===== config.mk =====
export PLATFORM = sky130hd
export DESIGN_NAME = seg_scan_driver
export DESIGN_NICKNAME = d
export VERILOG_FILES = /design/src/rtl/seg_scan_driver.sv
export SDC_FILE = /design/constraint.sdc
export NUM_CORES = 1
export LEC_CHECK = 0
export CAP_MARGIN = 20
export CORE_ASPECT_RATIO = 0.5
export CORE_MARGIN = 4
export CORE_UTILIZATION = 39
export CTS_CLUSTER_DIAMETER = 80
export DETAILED_ROUTE_END_ITERATION = 7
export GPL_TIMING_DRIVEN = 0
export PLACE_DENSITY = 0.63
export SLEW_MARGIN = 20
export SYNTH_ARGS = -nofsm -noshare
export SYNTH_HDL_FRONTEND = slang
export SYNTH_SLANG_ARGS = --single-unit

===== constraint.sdc =====
create_clock -name CLK -period 6.84 [get_ports CLK]
set_input_delay 1.368 -clock CLK [delete_from_list [all_inputs] [get_ports CLK]]
set_output_delay 1.368 -clock CLK [all_outputs]
set_load 0.05 [all_outputs]

===== src/rtl/seg_scan_driver.sv =====
// Time-multiplexed common-anode 7-segment driver with frame-synchronous load.
// Latency: an/seg registered, change 1 CLK after the digit index advances.
// No backpressure: load is a 1-cycle strobe; a newer load overwrites a pending one.
//
// Ports:
//   CLK        - system clock, all logic on posedge
//   rst        - synchronous active-high reset
//   load       - 1-cycle strobe, captures din into the shadow register
//   din        - packed hex digits, din[3:0] is digit 0 (rightmost)
//   blank      - per-digit force-dark, sampled live
//   an         - digit enables, active-low, one-hot-low
//   seg        - {g,f,e,d,c,b,a}, active-low
//   frame_done - 1-cycle pulse during the last digit's final cycle
//
// Optional feature macro: LEAD_ZERO_BLANK_EN (leading-zero suppression).
module seg_scan_driver #(
  parameter int DIGITS   = 4,
  parameter int SCAN_DIV = 100000
) (
  input  logic                  CLK,
  input  logic                  rst,
  input  logic                  load,
  input  logic [4*DIGITS-1:0]   din,
  input  logic [DIGITS-1:0]     blank,
  output logic [DIGITS-1:0]     an,
  output logic [6:0]            seg,
  output logic                  frame_done
);

  localparam int PW = $clog2(SCAN_DIV);
  localparam int IW = (DIGITS > 1) ? $clog2(DIGITS) : 1;
  localparam logic [PW-1:0] PS_LAST  = PW'(SCAN_DIV - 1);
  localparam logic [PW-1:0] PS_PRE   = PW'(SCAN_DIV - 2);
  localparam logic [IW-1:0] IDX_LAST = IW'(DIGITS - 1);

  logic [PW-1:0]         prescale;
  logic [IW-1:0]         idx;
  logic [4*DIGITS-1:0]   shadow;
  logic [4*DIGITS-1:0]   disp;
  logic                  pending;

  logic                  tick;
  logic                  boundary;
  logic                  pre_boundary;
  logic [3:0]            cur_nib;
  logic                  cur_blank;
  logic                  cur_dark;
  logic [DIGITS-1:0]     an_nxt;
  logic [6:0]            seg_nxt;

  function automatic logic [6:0] hex7(input logic [3:0] v);
    case (v)
      4'h0: hex7 = 7'h40;
      4'h1: hex7 = 7'h79;
      4'h2: hex7 = 7'h24;
      4'h3: hex7 = 7'h30;
      4'h4: hex7 = 7'h19;
      4'h5: hex7 = 7'h12;
      4'h6: hex7 = 7'h02;
      4'h7: hex7 = 7'h78;
      4'h8: hex7 = 7'h00;
      4'h9: hex7 = 7'h10;
      4'hA: hex7 = 7'h08;
      4'hB: hex7 = 7'h03;
      4'hC: hex7 = 7'h46;
      4'hD: hex7 = 7'h21;
      4'hE: hex7 = 7'h06;
      default: hex7 = 7'h0E;
    endcase
  endfunction

  assign tick     = (prescale == PS_LAST);
  assign boundary = tick && (idx == IDX_LAST);
  // frame_done is registered but must be high during the boundary cycle,
  // so it is launched one cycle early. SCAN_DIV >= 2 guarantees PS_PRE exists.
  assign pre_boundary = (prescale == PS_PRE) && (idx == IDX_LAST);

  // Select the nibble and live blank bit of the digit currently being scanned.
  always_comb begin
    cur_nib   = 4'h0;
    cur_blank = 1'b0;
    an_nxt    = '1;
    for (int i = 0; i < DIGITS; i++) begin
      if (idx == IW'(i)) begin
        cur_nib   = disp[4*i +: 4];
        cur_blank = blank[i];
        an_nxt[i] = 1'b0;
      end
    end
  end

`ifdef LEAD_ZERO_BLANK_EN
  logic [DIGITS-1:0] lz_dark;
  logic              lz_run;
  logic              cur_lz;

  // A digit is dark when it and every higher nibble are zero; digit 0 never is.
  always_comb begin
    lz_dark = '0;
    lz_run  = 1'b1;
    for (int i = DIGITS - 1; i >= 1; i--) begin
      lz_run     = lz_run && (disp[4*i +: 4] == 4'h0);
      lz_dark[i] = lz_run;
    end
  end

  always_comb begin
    cur_lz = 1'b0;
    for (int i = 0; i < DIGITS; i++) begin
      if (idx == IW'(i)) cur_lz = lz_dark[i];
    end
  end

  assign cur_dark = cur_blank | cur_lz;
`else
  assign cur_dark = cur_blank;
`endif

  assign seg_nxt = cur_dark ? 7'h7F : hex7(cur_nib);

  always_ff @(posedge CLK) begin
    if (rst) begin
      prescale   <= '0;
      idx        <= '0;
      shadow     <= '0;
      disp       <= '0;
      pending    <= 1'b0;
      an         <= '1;
      seg        <= 7'h7F;
      frame_done <= 1'b0;
    end else begin
      prescale <= tick ? '0 : prescale + 1'b1;

      if (tick) begin
        idx <= (idx == IDX_LAST) ? '0 : idx + 1'b1;
      end

      // Boundary transfer first; a coincident load then re-arms pending
      // with the new value, so it lands one frame later.
      if (boundary && pending) begin
        disp    <= shadow;
        pending <= 1'b0;
      end
      if (load) begin
        shadow  <= din;
        pending <= 1'b1;
      end

      an         <= an_nxt;
      seg        <= seg_nxt;
      frame_done <= pre_boundary;
    end
  end

endmodule


==> results of run 1 <==
-- critical path: stages --
cell and delay [ns]:
clkdlybuf4s50_1 0.40, a21oi_1 0.13, o21ai_0 0.10, a221oi_1 0.79, o221ai_1 0.25
-- flip-flops by register name, indices dropped and copies added (netlist names) --
signal,count
an,4
seg,7
frame_done,1
shadow,16
prescale,17
idx,2
pending,1
disp,16
-- per-stage QoR --
stage / hold slack, ns / power, W / instances / setup WS [ns]
floorplan: 0.437 / 0.000423 / 299 / 4.26
global placement: 0.452 / 0.000445 / 423 / 3.61
detailed placement: 0.461 / 0.000446 / 423 / 3.64
CTS: 0.470 / 0.000853 / 439 / 3.98
global route: 0.522 / 0.000878 / 439 / 3.78
finish: 0.462 / 0.000841 / 439 / 3.96
-- final timing paths --
path / endpoint / cells past startpoint / from
max: seg[6] / 5 / blank[1]
min: prescale[0] / 1 / prescale[0]
max reg2reg: seg[3] / 9 / idx[0]
min reg2reg: prescale[0] / 1 / prescale[0]
-- report_power, final --
group	total, W	switching, W	internal (W)
combinational	0.0000496	0.0000254	0.0000241
sequential	0.000389	0.00000537	0.000383
clock	0.000403	0.000151	0.000252
-- per-layer routing --
layer / vias up / part of all wire (%) / track usage (%)
met3: 5 / 5.3 / 7.48
met4: 0 / 0.37 / 3.53
li1: 1102 / - / -
met1: 1031 / 46 / 16.3
met5: - / 0 / 0
met2: 27 / 48 / 24.7
-- Yosys cell counts, types with 5 or more instances --
cell type  instances  area share (%)
nand2b_1           5             1.1
nand4_1            5             1.1
dfxtp_1           64              45
a211oi_1           6             1.6
clkbuf_1          11             1.5
mux2i_1           34              12
xor2_1             5             1.5
inv_1             12             1.6
ha_1              12             5.3
nor2_1            59             7.8
and2_1             5             1.1
nand2_1           14             1.9
xnor2_1           10             3.1
a21oi_1            5            0.88
-- kinds of logic (layout without fill, tap and decap cells) --
family | Yosys count | in the layout | synth area share, %
buf+inv | 27 | 75 | 4.06
simple gates | 120 | 120 | 21.9
mux | 34 | 34 | 12.0
fa+ha+maj | 12 | 12 | 5.30
xor+xnor | 15 | 15 | 4.63
compound gates | 27 | 27 | 6.93
flops | 64 | 64 | 45.2
-- cell type report --
| cell class | instances | area (um^2) |
|---|---|---|
| plain buffers | 15 | 70.1 |
| clock buffers | 12 | 246 |
| clock inverters | 4 | 20.0 |
| fillers | 659 | 3320 |
| inverters | 12 | 45.0 |
| multi-input cells | 208 | 1440 |
| flip-flops and latches | 64 | 1280 |
| well taps | 92 | 115 |
| repair buffers | 32 | 320 |
==> out/metrics.yaml, run 1 <==
status:
  status: "finished, final reports clean"
min_path:
  hold_path.class: "reg2reg"
placed_design:
  io_buffers: 32
  gp_congestion: 0.807
  place_hpwl_um: 4200
  place_area_mm2: 0.00327
finish:
  diodes: 0
  fin_nets: 377
  post-route-cell-area_mm2: 0.00354
  final_common_cell: "dfxtp_1"
  drive_gt1_share_pct: 6.92
  final_cell_mix: "dfxtp_1 (64), nor2_1 (59), mux2i_1 (34)"
  fin_util_pct: 51.6
  area_delta_synth_final_pct: 24.8
sta:
  fin_skew_ns: 0.00717
  timing.fmax_mhz: 348
  final.min_clock_period_ns: 2.88
  fin_crit_sh_pct: 42.0
  setup_violations: 0
  rsz0062_at_grt: "no"
  finalSetupTns_ns: 0
  hold_violations: 0
  worst_pin_slew_ns: 0.914
  drv_slew: 0
  relSlewSlack_pct: 39.1
critical_path:
  crit_required_ns: 7.00
  critPathArrivalTime_ns: 3.03
  r2r_setup_slack_ns: 4.34
  critPathKind: "in2reg"
  critPathMaxFanout: 7
  startpoint_type: "input port"
  endpoint_kind: "flop"
global_route:
  first_global_vias: 2102
  antenna_found_initial: 0
  grt_pass1_wl_um: 9590
  grtUsageTotal_pct: 14.4
  grt_overflow: 0
  grt_max_degree: 11
synth:
  syn_inst: 299
  synth_edf_count: 0
  synth-main-ff-cell: "dfxtp_1"
  synth-async-reset-ratio_pct: 0
  ys_ff_latch: 64
  ys_seq_area_share_pct: 45.2
  ys_types: 42
  ys_warn_count: 0
  syn_area_per_cell_um2: 9.48
  syn_nets: 334
  synthesis.area_mm2: 0.00284
floorplanning:
  io_pins: 35
  core_mm2: 0.00686
  die_w_um: 129
  dieArea_mm2: 0.00878
  fp.dieH_um: 68.3
  start_util_pct: 41.3
  fp-row-count: 21
routing:
  drc: 0
  drtIter0Drc: 77
  drt-wirelength-per-cell_um: 12.9
  vias_per_cell: 4.93
  firstDrtPassIters: 4
  vias: 2165
  ant_nets: 0
  totalWireLength_um: 5670
clock_network:
  clk_pin_slew_worst_paths_ns: 0.05
  postCtsSetupRepairBufs: 0
  htree_num_levels: 3
  numCtsBuffers: 9
  tritoncts: "built"
  clk_path_buf_depth: 2
  cts.sinks: 64
  clock_latency_ns: 0.33
  ctsResizeCount: 0
  hold_buffers: 0
  root_buffer: "clkbuf_16"
power_and_ir_drop:
  p_leak_nw: 1.52
  ir_worst_vdd_mv: 0.136
  p_per_area_mw_per_mm2: 238
job:
  cap_violations: 0
Power figures use the tool's default switching activity.
==> run 2: changes to the inputs <==
clock period = 2.9 ns   (was 6.84 ns; I/O delays follow)
==> results of run 2 <==
Same layout as run 1 (identical final DEF). Status: finished, final reports clean.
Among the figures that moved: setup slack after placement 3.64 ns -> 0.401 ns; setup slack after layout 3.96 ns -> 0.399 ns; start point of the critical path blank[1] -> idx[0]; end point of the critical path seg[6] -> seg[3]; register-to-register setup slack 4.34 ns -> 0.40 ns; total power 0.000841 W -> 0.00198 W; worst IR drop on VDD 0.136 mV -> 0.322 mV
